## config.mk

```make
export PLATFORM = sky130hd
export DESIGN_NAME = inst_queue
export DESIGN_NICKNAME = d
export VERILOG_FILES = /design/src/rtl/inst_queue.sv
export SDC_FILE = /design/constraint.sdc
export NUM_CORES = 2
export LEC_CHECK = 0
export BUFFER_PORTS_ARGS = -buffer_cell sky130_fd_sc_hd__buf_2
export CAP_MARGIN = 25
export CORE_MARGIN = 2
export CORE_UTILIZATION = 30
export DETAILED_ROUTE_END_ITERATION = 10
export PLACE_DENSITY = 0.54
export SYNTH_ARGS = -nofsm -noshare
export SYNTH_HDL_FRONTEND = slang
export SYNTH_SLANG_ARGS = --single-unit
```

## constraint.sdc

```tcl
create_clock -name clk -period 18.05 [get_ports clk]
set_input_delay 0.9025 -clock clk [delete_from_list [all_inputs] [get_ports clk]]
set_output_delay 0.9025 -clock clk [all_outputs]
set_load 0.05 [all_outputs]
```

## src/rtl/inst_queue.sv

```systemverilog
// Instruction queue between fetch and decode. It is a circular buffer that takes up to
// two fetched instructions per cycle and presents the two oldest to decode.
module inst_queue #(
   parameter int DEPTH  = 16,
   parameter int ADDR_W = 4
) (
   input  logic              clk,
   input  logic              resetn,
   input  logic              flush,
   input  logic              flush_cause,
   input  logic [31:0]       ex_pc_i,
   input  logic              valid1_i,
   input  logic              valid2_i,
   input  logic [31:0]       inst1_i,
   input  logic [31:0]       inst2_i,
   input  logic [31:0]       pc1_i,
   output logic              full_o,
   input  logic              stall_id,
   input  logic              issue_mode_i,
   output logic [31:0]       inst1_o,
   output logic [31:0]       inst2_o,
   output logic [31:0]       pc1_o,
   output logic [31:0]       pc2_o,
   output logic              valid1_o,
   output logic              valid2_o,
   output logic [ADDR_W:0]   count_o
);
   localparam int CW = ADDR_W + 1;

   typedef struct packed {
      logic [31:0] inst;
      logic [31:0] pc;
   } entry_t;

   entry_t            mem [DEPTH];
   logic [ADDR_W-1:0] head, tail;
   logic [CW-1:0]     count;
   logic [1:0]        push_n, pop_n, req_n;
   logic              do_push, keep_slot;
   entry_t            rd [2];
   logic [1:0]        rd_vld;

   assign full_o  = count > CW'(DEPTH - 2);
   assign do_push = valid1_i && !full_o && !flush;
   assign push_n  = !do_push ? 2'd0 : (valid2_i ? 2'd2 : 2'd1);
   assign req_n   = issue_mode_i ? 2'd2 : 2'd1;
   // Retire min(request, count); count < req_n implies count fits in two bits.
   assign pop_n   = (stall_id || flush) ? 2'd0 :
                    (count < CW'(req_n)) ? count[1:0] : req_n;

   // Two read ports at head and head+1; each is zeroed when its entry is absent.
   for (genvar g = 0; g < 2; g++) begin : g_rd
      assign rd_vld[g] = count > CW'(g);
      assign rd[g]     = rd_vld[g] ? mem[head + ADDR_W'(g)] : '0;
   end

   // A mispredicted branch whose delay slot is still at the head keeps that slot.
   assign keep_slot = flush_cause && rd_vld[0] && (rd[0].pc == ex_pc_i + 32'd4);

   always_ff @(posedge clk or negedge resetn) begin
      if (!resetn) begin
         head  <= '0;
         tail  <= '0;
         count <= '0;
      end else if (flush) begin
         if (keep_slot) begin
            tail  <= head + ADDR_W'(1);
            count <= CW'(1);
         end else begin
            head  <= '0;
            tail  <= '0;
            count <= '0;
         end
      end else begin
         head  <= head + ADDR_W'(pop_n);
         tail  <= tail + ADDR_W'(push_n);
         count <= count + CW'(push_n) - CW'(pop_n);
      end
   end

   always_ff @(posedge clk) begin
      if (do_push) begin
         mem[tail] <= '{inst: inst1_i, pc: pc1_i};
         if (valid2_i)
            mem[tail + ADDR_W'(1)] <= '{inst: inst2_i, pc: pc1_i + 32'd4};
      end
   end

   assign valid1_o = rd_vld[0];
   assign valid2_o = rd_vld[1];
   assign inst1_o  = rd[0].inst;
   assign pc1_o    = rd[0].pc;
   assign inst2_o  = rd[1].inst;
   assign pc2_o    = rd[1].pc;
   assign count_o  = count;

endmodule

```

==> out/results.ini <==
[finish]
num-nets-final = 5577
layout_common_cells = 1823 x nand2_1, 1024 x edfxtp_1, 512 x mux4_2, 284 x nor2_1, 272 x buf_2
multi_input_area_um2 = 29750
final_core_util_pct = 33.85
seqCellArea_um2 = 31090
final_common_cell = nand2_1
syn_to_final_growth_pct = 12.46
drive_gt1_share_pct = 21.41
final_cells = 8330
final.fill_count = 20560

[logic_synthesis]
synth_edf_count = 1024
netlist_area_um2 = 62950
synth.top_cells.by_area = edfxtp_1 49%, mux4_2 18%, nand2_1 11%
per_instance_average_area_after_synthesis_um2 = 11.51
netlist_instances = 5469
synth_top_area_share_pct = 48.85
yosys_warnings = 0
ys_types = 78
number_of_nets_produced_by_synthesis = 5626
yosys_most_used_dff = edfxtp_1
ys_seq_area_share_pct = 49.36
synth.largest_area_cell = edfxtp_1
yosys_register_bits = 1037
ys_async_sr_fraction_pct = 1.254

[floorplanning]
num_io_pins = 272
initial_core_util_pct = 30.10
die_span_y_um = 462.1
coreArea_um2 = 209200
die_w_um = 462.1
core.rowCount = 168
total_die_area_um2 = 213500

[cts]
tritoncts_clock_tree = built
h-tree-depth = 3
tritoncts.num_buffers = 117
cts.path.max_buffers = 3
cts.sink_count = 1037
clkSlewWorstSetupHoldPaths_ns = 0.07
cts_resized = 0
cts_root_buf = clkbuf_16
insertion_delay_ns = 0.80

[routing]
drc = 0
ratio_of_routed_vias_to_standard_cells = 5.588
drt_pass1_iterations = 6
ant_nets = 0
routed-via-count = 46550
totalWireLength_um = 254300
wl_per_cell_um = 30.52
drt_iter0_drcs = 6515

[sta]
slew_headroom_pct = 19.85
min_period_over_period_pct = 43.14
achievable-frequency_ghz = 0.1284
report.final.setup_viol = 0
finalWorstSetupSlack_ns = 10.26
grt_setup_unrepaired = false
min_period_ns = 7.787
finClkSkew_ns = 0.06397
hold_slack_ns = 0.5127
timing_worst_slew_pin_value_ns = 1.202
hold_violations = 0
final.setup.tns_ns = 0
timing_max_transition_violations_final = 0

[power_and_ir_drop]
vdd_ir_drop_max_mv = 0.1283
power.density_nw_per_um2 = 116.0
total_leakage_power_nw = 25.23

[setup_path]
critical_path_peak_fanout = 57
cp_cell_sequence = buf_4 -> buf_4 -> buf_4 -> buf_4 -> mux4_2 -> nor2b_1 -> a211oi_1 -> a211oi_1 -> buf_2
cpMostUsedCell = buf_4
cp.arrival_ns = 6.88
required_ns = 17.15
crit_path_start_kind = register
setup.worst_path.end_class = output port
worstSetupPathType = register to output port
critical_path.max_stage_delay_ns = 0.90
critical-path-slowest-cell = a211oi_1

[global_route]
initial_antenna_violation_count = 43
via_count_of_the_first_global_routing_pass = 44550
grtUsageTotal_pct = 23.44
grt_pass1_wl_um = 353100
total_grt_overflow = 0
grt_start_max_net_pins = 103

[place]
post-dp-hpwl_um = 142400
final_replace_weighted_congestion = 0.8271
pre_cts_ws_ns = 11.10
number_of_instances_in_the_placed_design = 8099
portbufs = 271

[run_status]
outcome = complete, no violations

[worst_hold_path]
min_path_type = input pin to register

[flow_run]
max-cap-violations = 0

## critical path, delay by kind of cell, from the launching register on
kind,cells,cell delay [ns]
muxes,1,0.36
AOI/OAI and AO/OA,2,0.96
DFF,1,0.79
buffers and inverters,5,3.66
and+or+nand+nor,1,0.13
## timing repair
item	in CTS	in global routing
hold buffers	1	0
setup buffers	0	0
hold endpoints to repair	8	0
## power by group
group          internal, mW  switching (mW)  total [mW]
clock network          1.35            1.09        2.44
registers              2.69          0.0446        2.74
logic                 0.995            2.04        3.03
total                  5.03            3.18        8.21
## flip-flops by register name, summed over array words and instances, names as in the netlist
register	cells
count_o	5
head	4
mem	1024
tail	4
## cell usage after synthesis (3+ instances only)
library cell / instances
o21ai_0: 47
a31oi_1: 3
buf_1: 103
nand2_1: 1839
mux4_2: 512
nor4_1: 3
buf_2: 63
or4_1: 4
o31ai_1: 3
a211oi_1: 131
inv_1: 25
clkbuf_1: 365
or3_1: 6
xor2_1: 265
nor3_1: 7
nand4_1: 11
ha_1: 17
buf_6: 12
mux2i_1: 129
mux2_2: 12
a22oi_1: 24
nor2b_1: 76
and2_1: 37
o22ai_1: 18
dfrtp_1: 13
a2111oi_0: 3
nand3_1: 43
nor2_1: 313
and4_1: 6
nand2b_1: 4
a22o_1: 7
fa_1: 4
xnor2_1: 214
nor3b_1: 5
a21o_1: 3
buf_4: 17
buf_12: 4
mux4_1: 7
or2_2: 3
o2bb2ai_1: 3
a21oi_1: 17
edfxtp_1: 1024
and3_1: 22
## kinds of logic (layout without fill, tap and decap cells)
| logic type | after synthesis | count (layout) | share of synthesized area (%) |
|---|---|---|---|
| simple gates | 2396 | 2396 | 15.33 |
| flops | 1037 | 1037 | 49.36 |
| mux | 662 | 662 | 20.91 |
| buf+inv | 595 | 638 | 4.059 |
| xor+xnor | 482 | 482 | 6.774 |
| compound gates | 276 | 276 | 3.093 |
| fa+ha+maj | 21 | 21 | 0.4651 |
| other cells | 0 | 13 | 0 |
## cell type report
cell class / count / share of cell area (%)
antenna: 13 / 0.04595
clock buffer: 135 / 4.231
clock inverter: 76 / 1.075
inverter: 28 / 0.1520
multi-input combinational: 3837 / 42.03
sequential: 1037 / 43.91
tap: 2805 / 4.958
timing repair buffer: 399 / 3.597
## per-layer routing
| layer | global-route usage (%) | wire [um] | vias up |
|---|---|---|---|
| met5 | 0 | 226 | - |
| met4 | 8.648 | 9990 | 34 |
| met3 | 5.485 | 29790 | 536 |
| met2 | 36.05 | 114400 | 3059 |
| met1 | 32.13 | 99830 | 23620 |
| li1 | - | - | 19300 |
## per-stage QoR
| step | instance area, um2 | power [mW] |
|---|---|---|
| after CTS | 70630 | 8.223 |
| after floorplan | 62950 | 4.905 |
| after global routing | 70780 | 8.457 |
| final | 70790 | 8.210 |
| after global placement | 66690 | 5.782 |
| after detailed placement | 66860 | 5.804 |
## final timing paths
| kind | from | end | slack, ns | cells after the start |
|---|---|---|---|---|
| max | head[0] | inst2_o[26] | 10.26 | 9 |
| min | pc1_i[0] | mem[10][0] | 0.51 | 1 |
| min reg2reg | tail[0] | tail[0] | 0.79 | 2 |
| max reg2reg | head[1] | head[2] | 12.18 | 11 |
| min in group asynchronous | resetn | count_o[2] | 0.57 | 2 |
| max in group asynchronous | resetn | head[2] | 17.11 | 2 |
Power figures use the tool's default switching activity.
